[config.mk]
export PLATFORM = sky130hd
export DESIGN_NAME = mac_seq_ctrl
export DESIGN_NICKNAME = d
export VERILOG_FILES = /design/src/rtl/mac_pkg.sv /design/src/rtl/mac_seq_wdog.sv /design/src/rtl/mac_seq_ctrl.sv
export SDC_FILE = /design/constraint.sdc
export NUM_CORES = 1
export LEC_CHECK = 0
export ABC_AREA = 1
export BUFFER_PORTS_ARGS = -buffer_cell sky130_fd_sc_hd__buf_4
export CAP_MARGIN = 30
export CELL_PAD_IN_SITES_DETAIL_PLACEMENT = 0
export CELL_PAD_IN_SITES_GLOBAL_PLACEMENT = 1
export CORE_MARGIN = 4
export CORE_UTILIZATION = 33
export DETAILED_ROUTE_END_ITERATION = 16
export PLACE_DENSITY = 0.78
export SKIP_CTS_REPAIR_TIMING = 1
export SYNTH_ARGS = -nofsm -noshare
export SYNTH_HDL_FRONTEND = slang
export SYNTH_SLANG_ARGS = --single-unit
[constraint.sdc]
create_clock -name Clk -period 1.6 [get_ports Clk]
set_input_delay 0.48 -clock Clk [delete_from_list [all_inputs] [get_ports Clk]]
set_output_delay 0.48 -clock Clk [all_outputs]
set_load 0.03 [all_outputs]
[src/rtl/mac_pkg.sv]
// Shared definitions for the MAC sequencer: state encoding and default sizes.
package mac_pkg;

  localparam int unsigned MAC_W       = 8;
  localparam int unsigned MAC_LEN_W   = 4;
  localparam int unsigned MAC_TIMEOUT = 16;

  typedef enum logic [2:0] {
    IDLE   = 3'd0,
    FETCH  = 3'd1,
    ISSUE  = 3'd2,
    WAIT   = 3'd3,
    RESULT = 3'd4
  } mac_state_e;

endpackage

[src/rtl/mac_seq_wdog.sv]
// Watchdog for the WAIT state: flags expiry on the TIMEOUT-th consecutive enabled cycle.
module mac_seq_wdog
  import mac_pkg::*;
#(
  parameter int unsigned TIMEOUT = MAC_TIMEOUT
) (
  input  logic clk,
  input  logic rst_n,
  input  logic en,
  output logic expired
);

  localparam int unsigned CW = $clog2(TIMEOUT + 1);

  logic [CW-1:0] cnt_q, cnt_d;

  always_comb begin
    cnt_d   = en ? cnt_q + 1'b1 : '0;
    expired = en && (cnt_q == CW'(TIMEOUT - 1));
  end

  always_ff @(posedge clk or negedge rst_n) begin
    if (!rst_n) cnt_q <= '0;
    else        cnt_q <= cnt_d;
  end

endmodule

[src/rtl/mac_seq_ctrl.sv]
// Dot-product sequencer for the 8-bit MAC: fetches Len operand pairs, issues them, returns the sum.
// Optional WAIT watchdog with sticky Err is built when MAC_SEQ_TIMEOUT_EN is defined.
module mac_seq_ctrl
  import mac_pkg::*;
#(
  parameter int unsigned W       = MAC_W,
  parameter int unsigned LEN_W   = MAC_LEN_W
`ifdef MAC_SEQ_TIMEOUT_EN
  ,
  parameter int unsigned TIMEOUT = MAC_TIMEOUT
`endif
) (
  input  logic             Clk,
  input  logic             Reset,
  input  logic             Start,
  input  logic [LEN_W-1:0] Len,
  input  logic [W-1:0]     Acc_init,
  output logic             Busy,
  input  logic             Op_valid,
  output logic             Op_ready,
  input  logic [W-1:0]     Op_b,
  input  logic [W-1:0]     Op_c,
  output logic             Mac_load,
  output logic [W-1:0]     Mac_ain,
  output logic [W-1:0]     Mac_b,
  output logic [W-1:0]     Mac_c,
  input  logic             Mac_done,
  input  logic [W-1:0]     Mac_aout,
  output logic             Res_valid,
  input  logic             Res_ready,
  output logic [W-1:0]     Result,
  output logic             Err
);

  mac_state_e       state_q, state_d;
  logic [W-1:0]     acc_q, acc_d;
  logic [W-1:0]     b_q, b_d;
  logic [W-1:0]     c_q, c_d;
  logic [LEN_W-1:0] cnt_q, cnt_d;
  logic [LEN_W-1:0] len_q, len_d;
  logic [LEN_W-1:0] cnt_inc;
  logic             wd_expired;

`ifdef MAC_SEQ_TIMEOUT_EN
  logic err_q, err_d;

  mac_seq_wdog #(
    .TIMEOUT(TIMEOUT)
  ) u_wdog (
    .clk    (Clk),
    .rst_n  (Reset),
    .en     (state_q == WAIT),
    .expired(wd_expired)
  );

  always_ff @(posedge Clk or negedge Reset) begin
    if (!Reset) err_q <= 1'b0;
    else        err_q <= err_d;
  end

  assign Err = err_q;
`else
  assign wd_expired = 1'b0;
  assign Err        = 1'b0;
`endif

  assign cnt_inc = cnt_q + 1'b1;

  always_comb begin
    state_d = state_q;
    acc_d   = acc_q;
    b_d     = b_q;
    c_d     = c_q;
    cnt_d   = cnt_q;
    len_d   = len_q;
`ifdef MAC_SEQ_TIMEOUT_EN
    err_d   = err_q;
`endif
    unique case (state_q)
      IDLE: begin
        if (Start) begin
          len_d   = Len;
          acc_d   = Acc_init;
          cnt_d   = '0;
`ifdef MAC_SEQ_TIMEOUT_EN
          err_d   = 1'b0;
`endif
          state_d = (Len == '0) ? RESULT : FETCH;
        end
      end
      FETCH: begin
        if (Op_valid) begin
          b_d     = Op_b;
          c_d     = Op_c;
          state_d = ISSUE;
        end
      end
      ISSUE: state_d = WAIT;
      WAIT: begin
        // A Done in the expiry cycle still wins, so a just-in-time result is kept.
        if (Mac_done) begin
          acc_d   = Mac_aout;
          cnt_d   = cnt_inc;
          state_d = (cnt_inc == len_q) ? RESULT : FETCH;
        end else if (wd_expired) begin
`ifdef MAC_SEQ_TIMEOUT_EN
          err_d   = 1'b1;
`endif
          state_d = RESULT;
        end
      end
      RESULT: begin
        if (Res_ready) state_d = IDLE;
      end
      default: state_d = IDLE;
    endcase
  end

  always_ff @(posedge Clk or negedge Reset) begin
    if (!Reset) begin
      state_q <= IDLE;
      acc_q   <= '0;
      b_q     <= '0;
      c_q     <= '0;
      cnt_q   <= '0;
      len_q   <= '0;
    end else begin
      state_q <= state_d;
      acc_q   <= acc_d;
      b_q     <= b_d;
      c_q     <= c_d;
      cnt_q   <= cnt_d;
      len_q   <= len_d;
    end
  end

  assign Busy      = (state_q != IDLE);
  assign Op_ready  = (state_q == FETCH);
  assign Mac_load  = (state_q == ISSUE);
  assign Res_valid = (state_q == RESULT);
  assign Mac_ain   = acc_q;
  assign Mac_b     = b_q;
  assign Mac_c     = c_q;
  assign Result    = acc_q;

endmodule

==> results.tsv, run 1 <==
stage	metric	value	unit
run_status	outcome	complete, but fails checks	
run_status	violations	setup timing	
placement	dp_hpwl	3390	um
critical_path	crit_buf_inv	2	
global_route	antenna_found_initial	0	
floorplanning	chipHeight	81.7	um
finish	post_layout_nonfiller_instances	363	
placement	io_buffers	77	
timing	tns	-0.323	ns
timing	timing.hold.ws	0.140	ns
timing	period_minus_slack	1.75	ns
clock_tree	clkSinkCount	35	
critical_path	worstSetupPathType	reg -> out	
clock_tree	clkLatencyLatePin	0.28	ns
global_route	grt_pass1_wl	6570	um
timing	fin_ws	-0.149	ns
clock_tree	cts_max_level	2	
global_route	grt_max_degree	36	
placement	post-place-ws	0.0830	ns
timing	grt_setup_unrepaired	yes	
critical_path	crit_chain	buf_4 -> nor3_2 -> buf_4	
clock_tree	clkTransAtPathRegs	0.07	ns
power_and_ir_drop	ir_drop	1.10	mV
clock_tree	clock_path_buffers	2	
critical_path	timing.critical_path.max_delay_family	flip-flops	
floorplanning	die-area	0.00667	mm2
critical_path	crit_required	1.12	ns
finish	area_growth_syn_to_layout	44.2	%
critical_path	crit_path_max_incr_delay	0.41	ns
logic_synthesis	yosysWarnings	0	
critical_path	setup.worst_path.start_class	flip-flop	
global_route	grt_overflow	0	
logic_synthesis	syn_area	0.00179	mm2
critical_path	cp_slowest_cell	dfrtp_1	
floorplanning	row_count	26	
finish	fin_nets	335	
placement	dp_cells	348	
power_and_ir_drop	seqPwrFrac	0.294	
floorplanning	core_area	0.00517	mm2
power_and_ir_drop	p_leak	0.00140	uW
clock_tree	cts_tree	yes	
finish	regArea	878	um2
min_path	hp-class	in -> async	
timing	max_freq	572	MHz
finish	n_antenna_cell	0	
power_and_ir_drop	p_int	2930	uW
floorplanning	dieWidth	81.7	um
timing	setup_viol_count_final	4	
power_and_ir_drop	pwr-share-comb	0.592	
power_and_ir_drop	powerDensity	2110	mW/mm2
critical_path	path_max_fanout	4	
finish	layout-drive-gt1-share	0.454	
logic_synthesis	syn_area_per_cell	8.61	um2
timing	maxSlewViolCount	0	
route	drt_iter0_drc	33	
route	via_per_inst	4.38	
logic_synthesis	syn_nets	251	
finish	multiInputGateArea	762	um2
route	drt_first_pass_iters	4	
logic_synthesis	synthCells	208	
route	drc	0	
power_and_ir_drop	power.switching	2510	uW
timing	fin_worst_skew	0.00520	ns
floorplanning	start_util	0.346	
global_route	grt_pass1_vias	1393	
timing	hold_violations	0	
clock_tree	clockRootBuffer	clkbuf_8	
critical_path	cp.arrival	1.27	ns
critical_path	cp-end-kind	primary output	
clock_tree	cts_inserted_buffers	5	
route	routedWlPerCell	12.2	um
logic_synthesis	ys_seq_area_frac	0.489	
route	routed_wl	4420	um
timing	period_share	1.09	
run	drv_cap	0	
power_and_ir_drop	sw_frac_of_total	0.461	
logic_synthesis	synthDistinctLibCells	22	
route	ant_nets	0	
floorplanning	ios	79	
finish	finish.utilization	0.499	
power_and_ir_drop	clkPwrFrac	0.114	
global_route	grt_usage	0.127	
critical_path	crit_top_cell	buf_4	
placement	gp_congestion	0.840	
logic_synthesis	ys_ff_latch	35	
route	vias	1590	
finish	fillers	517	
## per-layer routing
layer | part of all wire | track usage | wire length, um
met1 | 0.43 | 0.171 | 1890
met2 | 0.48 | 0.203 | 2130
met3 | 0.079 | 0.0351 | 349
met4 | 0.011 | 0.0316 | 48
met5 | 0 | 0 | 0
## layout by cell type, fill, tap and decap left out, types with 2 or more instances in the layout
cell type  Yosys  final
dfrtp_2        0      2
buf_4         10     87
dfrtp_1       35     33
nor2_1         5      5
clkbuf_8       0      5
inv_1         21     18
o21ai_0        6      5
nand4_1        3      3
nand3_1       17     17
mux2_2        16     16
nand2_2        4      4
o21ai_2        2      3
nand2_4        0      2
nand2_1       74     73
inv_2          1      4
buf_6          2      3
nor3_2         0      3
## sequential cells by signal, indices dropped and copies added (netlist names)
| register | flops |
|---|---|
| len_q | 4 |
| Mac_b | 8 |
| Mac_c | 8 |
| state_q | 3 |
| cnt_q | 4 |
| Mac_ain | 8 |
## through the flow
stage	area, um2	power, uW
6_report	2580	5440
5_1_grt	2580	5820
4_1_cts	2500	5290
3_5_place_dp	2410	4660
3_3_place_gp	2410	4640
2_1_floorplan	1800	3680
## final timing paths
kind	startpoint	depth (start not counted)	slack, ns	end
max in group asynchronous	Reset	1	1.13	state_q[0]
min reg2reg	Mac_c[2]	1	0.51	Mac_c[2]
max	state_q[2]	3	-0.15	Mac_load
min in group Clk	Op_c[2]	2	0.42	Mac_c[2]
max reg2reg	state_q[0]	10	0.06	Mac_ain[2]
min	Reset	1	0.14	Mac_b[4]
## power by group through the flow
stage / Combinational (uW) / Clock (uW) / Sequential [uW]
3_5_place_dp: 3040 / 0 / 1620
3_3_place_gp: 3030 / 0 / 1600
2_1_floorplan: 1500 / 0 / 2180
6_report: 3220 / 621 / 1600
5_1_grt: 3500 / 673 / 1650
4_1_cts: 3050 / 637 / 1600
## synthesized netlist by cell type, drive strengths merged
cell	instances	share of area
nand4	3	0.010
ha	1	0.0070
conb	1	0.0021
buf	14	0.060
nor3	3	0.0084
o21ai	9	0.029
or2	2	0.0070
nand3	18	0.057
dfrtp	35	0.49
a21oi	1	0.0028
inv	22	0.046
mux2	16	0.10
nor2	5	0.010
nand2	78	0.17
## logic make-up after synthesis
logic type / synth area share
AND/OR/NAND/NOR: 0.263
other: 0.00209
multiplexers: 0.101
flip-flops: 0.489
buffers and inverters: 0.106
AO/OA/AOI/OAI: 0.0321
adder cells (fa/ha/maj): 0.00699
## area by class of cell
class | count | area share
sequential | 35 | 0.340
multi-input combinational | 138 | 0.295
timing repair buffer | 90 | 0.266
tap | 70 | 0.0339
inverter | 22 | 0.0320
clock buffer | 6 | 0.0281
clock inverter | 2 | 0.00484
Power figures use the tool's default switching activity.
==> inputs of run 2 (changes only) <==
Settings changed: BUFFER_PORTS_ARGS -buffer_cell sky130_fd_sc_hd__buf_4 to default, CORE_UTILIZATION 33 to 44, DONT_BUFFER_PORTS from default to 1, PLACE_DENSITY 0.78 to 0.77.
==> run 2 against run 1 <==
The run still ends with setup timing left. Via count fell by 15%. Final cell count shrank 28%. Fmax rose by 2.7%. Combinational power is 47% lower. Worst setup slack better by 0.047 ns. Non-clock buffer count down 77. Flip-flop and latch count unchanged. Sequential power up 54%. Largest cell class unchanged. Largest power group is now registers.
==> results.tsv, run 2 (same netlist as run 1, synthesis figures left out) <==
stage	metric	value	unit	change
timing	relSlewSlack	0.600		
route	via_per_inst	5.11		was 4.38
route	drt_iter0_drc	51		was 33
critical_path	r2r-start	state_q[2]		was state_q[0]
power_and_ir_drop	pwr-share-comb	0.337		was 0.592
run	drv_cap	0		unchanged
timing	timing.hold.ws	0.0267	ns	was 0.140 ns
clock_tree	clock_path_buffers	2		unchanged
global_route	grt_pass1_vias	1346		was 1393
global_route	antenna_found_initial	0		unchanged
clock_tree	cts_inserted_buffers	5		unchanged
power_and_ir_drop	seqPwrFrac	0.483		was 0.294
finish	most-common-layout-cells	nand2_1, dfrtp_1, inv_1		was buf_4, nand2_1, dfrtp_1
finish	finalInstanceArea	0.00211	mm2	was 0.00258 mm2
critical_path	r2r_cells	10		unchanged
route	routed_wl	3840	um	was 4420 um
floorplanning	row_count	22		was 26
timing	maxSlewViolCount	0		unchanged
finish	fillers	347		was 517
route	routedWlPerCell	14.6	um	was 12.2 um
finish	layout-drive-gt1-share	0.288		was 0.454
critical_path	worstSetupPathType	reg -> out		unchanged
finish	n_antenna_cell	0		unchanged
global_route	grt_pass1_wl	5950	um	was 6570 um
timing	period_minus_slack	1.70	ns	was 1.75 ns
power_and_ir_drop	powerDensity	2430	mW/mm2	was 2110 mW/mm2
floorplanning	ios	79		unchanged
power_and_ir_drop	clkPwrFrac	0.181		was 0.114
clock_tree	clockRootBuffer	clkbuf_8		unchanged
clock_tree	clkTransAtPathRegs	0.07	ns	about the same
timing	grt_setup_unrepaired	yes		unchanged
finish	final_common_cell	nand2_1		was buf_4
power_and_ir_drop	p_int	2690	uW	was 2930 uW
placement	io_buffers	0		was 77
timing	worst_slew_pin_slew	0.600	ns	
finish	area_growth_syn_to_layout	17.7	%	was 44.2%
global_route	grt_usage	0.148		was 0.127
critical_path	crit_required	1.12	ns	about the same
timing	period_share	1.06		was 1.09
critical_path	setup.worst_path.start_class	flip-flop		unchanged
clock_tree	clkSinkCount	35		unchanged
placement	placed_area	0.00182	mm2	was 0.00241 mm2
clock_tree	cts_max_level	2		unchanged
critical_path	cp-end-kind	primary output		unchanged
timing	fin_worst_skew	0.00453	ns	was 0.00520 ns
placement	dp_hpwl	2800	um	was 3390 um
power_and_ir_drop	p_leak	0.00107	uW	was 0.00140 uW
run_status	violations	setup timing		unchanged
clock_tree	cts_tree	yes		unchanged
clock_tree	clkLatencyLatePin	0.28	ns	about the same
global_route	grt_overflow	0		unchanged
timing	setup_viol_count_final	4		unchanged
floorplanning	start_util	0.471		was 0.346
floorplanning	die-area	0.00515	mm2	was 0.00667 mm2
run_status	outcome	complete, but fails checks		unchanged
critical_path	r2r_setup_slack	-0.01	ns	was 0.06 ns
route	drc	0		unchanged
min_path	hp-class	in -> async		unchanged
placement	gp_congestion	0.794		was 0.840
timing	hold_violations	0		unchanged
finish	fin_nets	257		was 335
critical_path	cp.arrival	1.22	ns	was 1.27 ns
power_and_ir_drop	power.switching	2430	uW	was 2510 uW
route	vias	1344		was 1590
floorplanning	core_area	0.00380	mm2	was 0.00517 mm2
critical_path	r2r_end	Mac_ain[2]		unchanged
route	ant_nets	0		unchanged
timing	fin_ws	-0.103	ns	was -0.149 ns
route	drt_first_pass_iters	4		unchanged
power_and_ir_drop	ir_drop	1.34	mV	was 1.10 mV
timing	max_freq	587	MHz	was 572 MHz
floorplanning	dieWidth	71.8	um	was 81.7 um
critical_path	path_max_fanout	5		was 4
placement	post-place-ws	0.0692	ns	was 0.0830 ns
placement	dp_cells	251		was 348
power_and_ir_drop	sw_frac_of_total	0.475		was 0.461
finish	post_layout_nonfiller_instances	263		was 363
global_route	grt_max_degree	36		unchanged
floorplanning	chipHeight	71.8	um	was 81.7 um
-- run 2: cell types whose count changed in the layout (fill, tap and decap cells not counted), moves of 2 or more --
cell	change
buf_4	-80
bufinv_16	+2
nand2_2	-4
nand3_1	-7
nand3_2	+7
-- run 2: stage by stage --
step	setup TNS, ns	util	total power, uW
6_report	-0.224	0.555	5120
5_1_grt	-1.03	0.555	5460
4_1_cts	-0.338	0.514	4860
3_5_place_dp	0	0.479	3920
3_3_place_gp	0	0.479	3850
2_1_floorplan	0	-	3680
-- run 2: how the worst max path moves through the flow --
stage | startpoint | end | slack (ns) | cells after the start
2_1_floorplan | state_q[1] | Mac_b[0] | 0.03 | 6
3_3_place_gp | cnt_q[1] | state_q[0] | 0.11 | 9
3_5_place_dp | state_q[2] | Mac_ain[2] | 0.07 | 9
4_1_cts | state_q[0] | Busy | -0.20 | 4
5_1_grt | state_q[0] | Op_ready | -0.16 | 4
6_report | state_q[0] | Busy | -0.10 | 4
-- run 2: critical path, cell delays in order, from the launching register on --
cell     delay (ns)
dfrtp_2        0.45
nor3_2         0.18
buf_4          0.14
inv_2          0.04
buf_6          0.13
-- run 2: area by class of cell --
| cell class | instances | area, um2 | share of cell area |
|---|---|---|---|
| inverter | 22 | 88.8 | 0.0421 |
| clock inverter | 2 | 60.1 | 0.0285 |
| clock buffer | 6 | 72.6 | 0.0344 |
| multi-input combinational | 137 | 816 | 0.387 |
| timing repair buffer | 13 | 133 | 0.0629 |
| tap | 48 | 60.1 | 0.0285 |
| sequential | 35 | 878 | 0.417 |
-- run 2: metal layers --
layer / up-vias / global-route usage / part of all wire
li1: 655 / - / -
met1: 640 / 0.176 / 0.41
met2: 45 / 0.243 / 0.51
met3: 4 / 0.0617 / 0.066
met4: 0 / 0.0501 / 0.012
met5: - / 0 / 0
-- run 2: power groups by stage --
stage | Combinational (uW) | Sequential, uW | Clock [uW]
2_1_floorplan | 1500 | 2180 | 0
5_1_grt | 1930 | 2530 | 997
3_3_place_gp | 1390 | 2460 | 0
6_report | 1720 | 2470 | 924
3_5_place_dp | 1450 | 2470 | 0
4_1_cts | 1450 | 2460 | 952
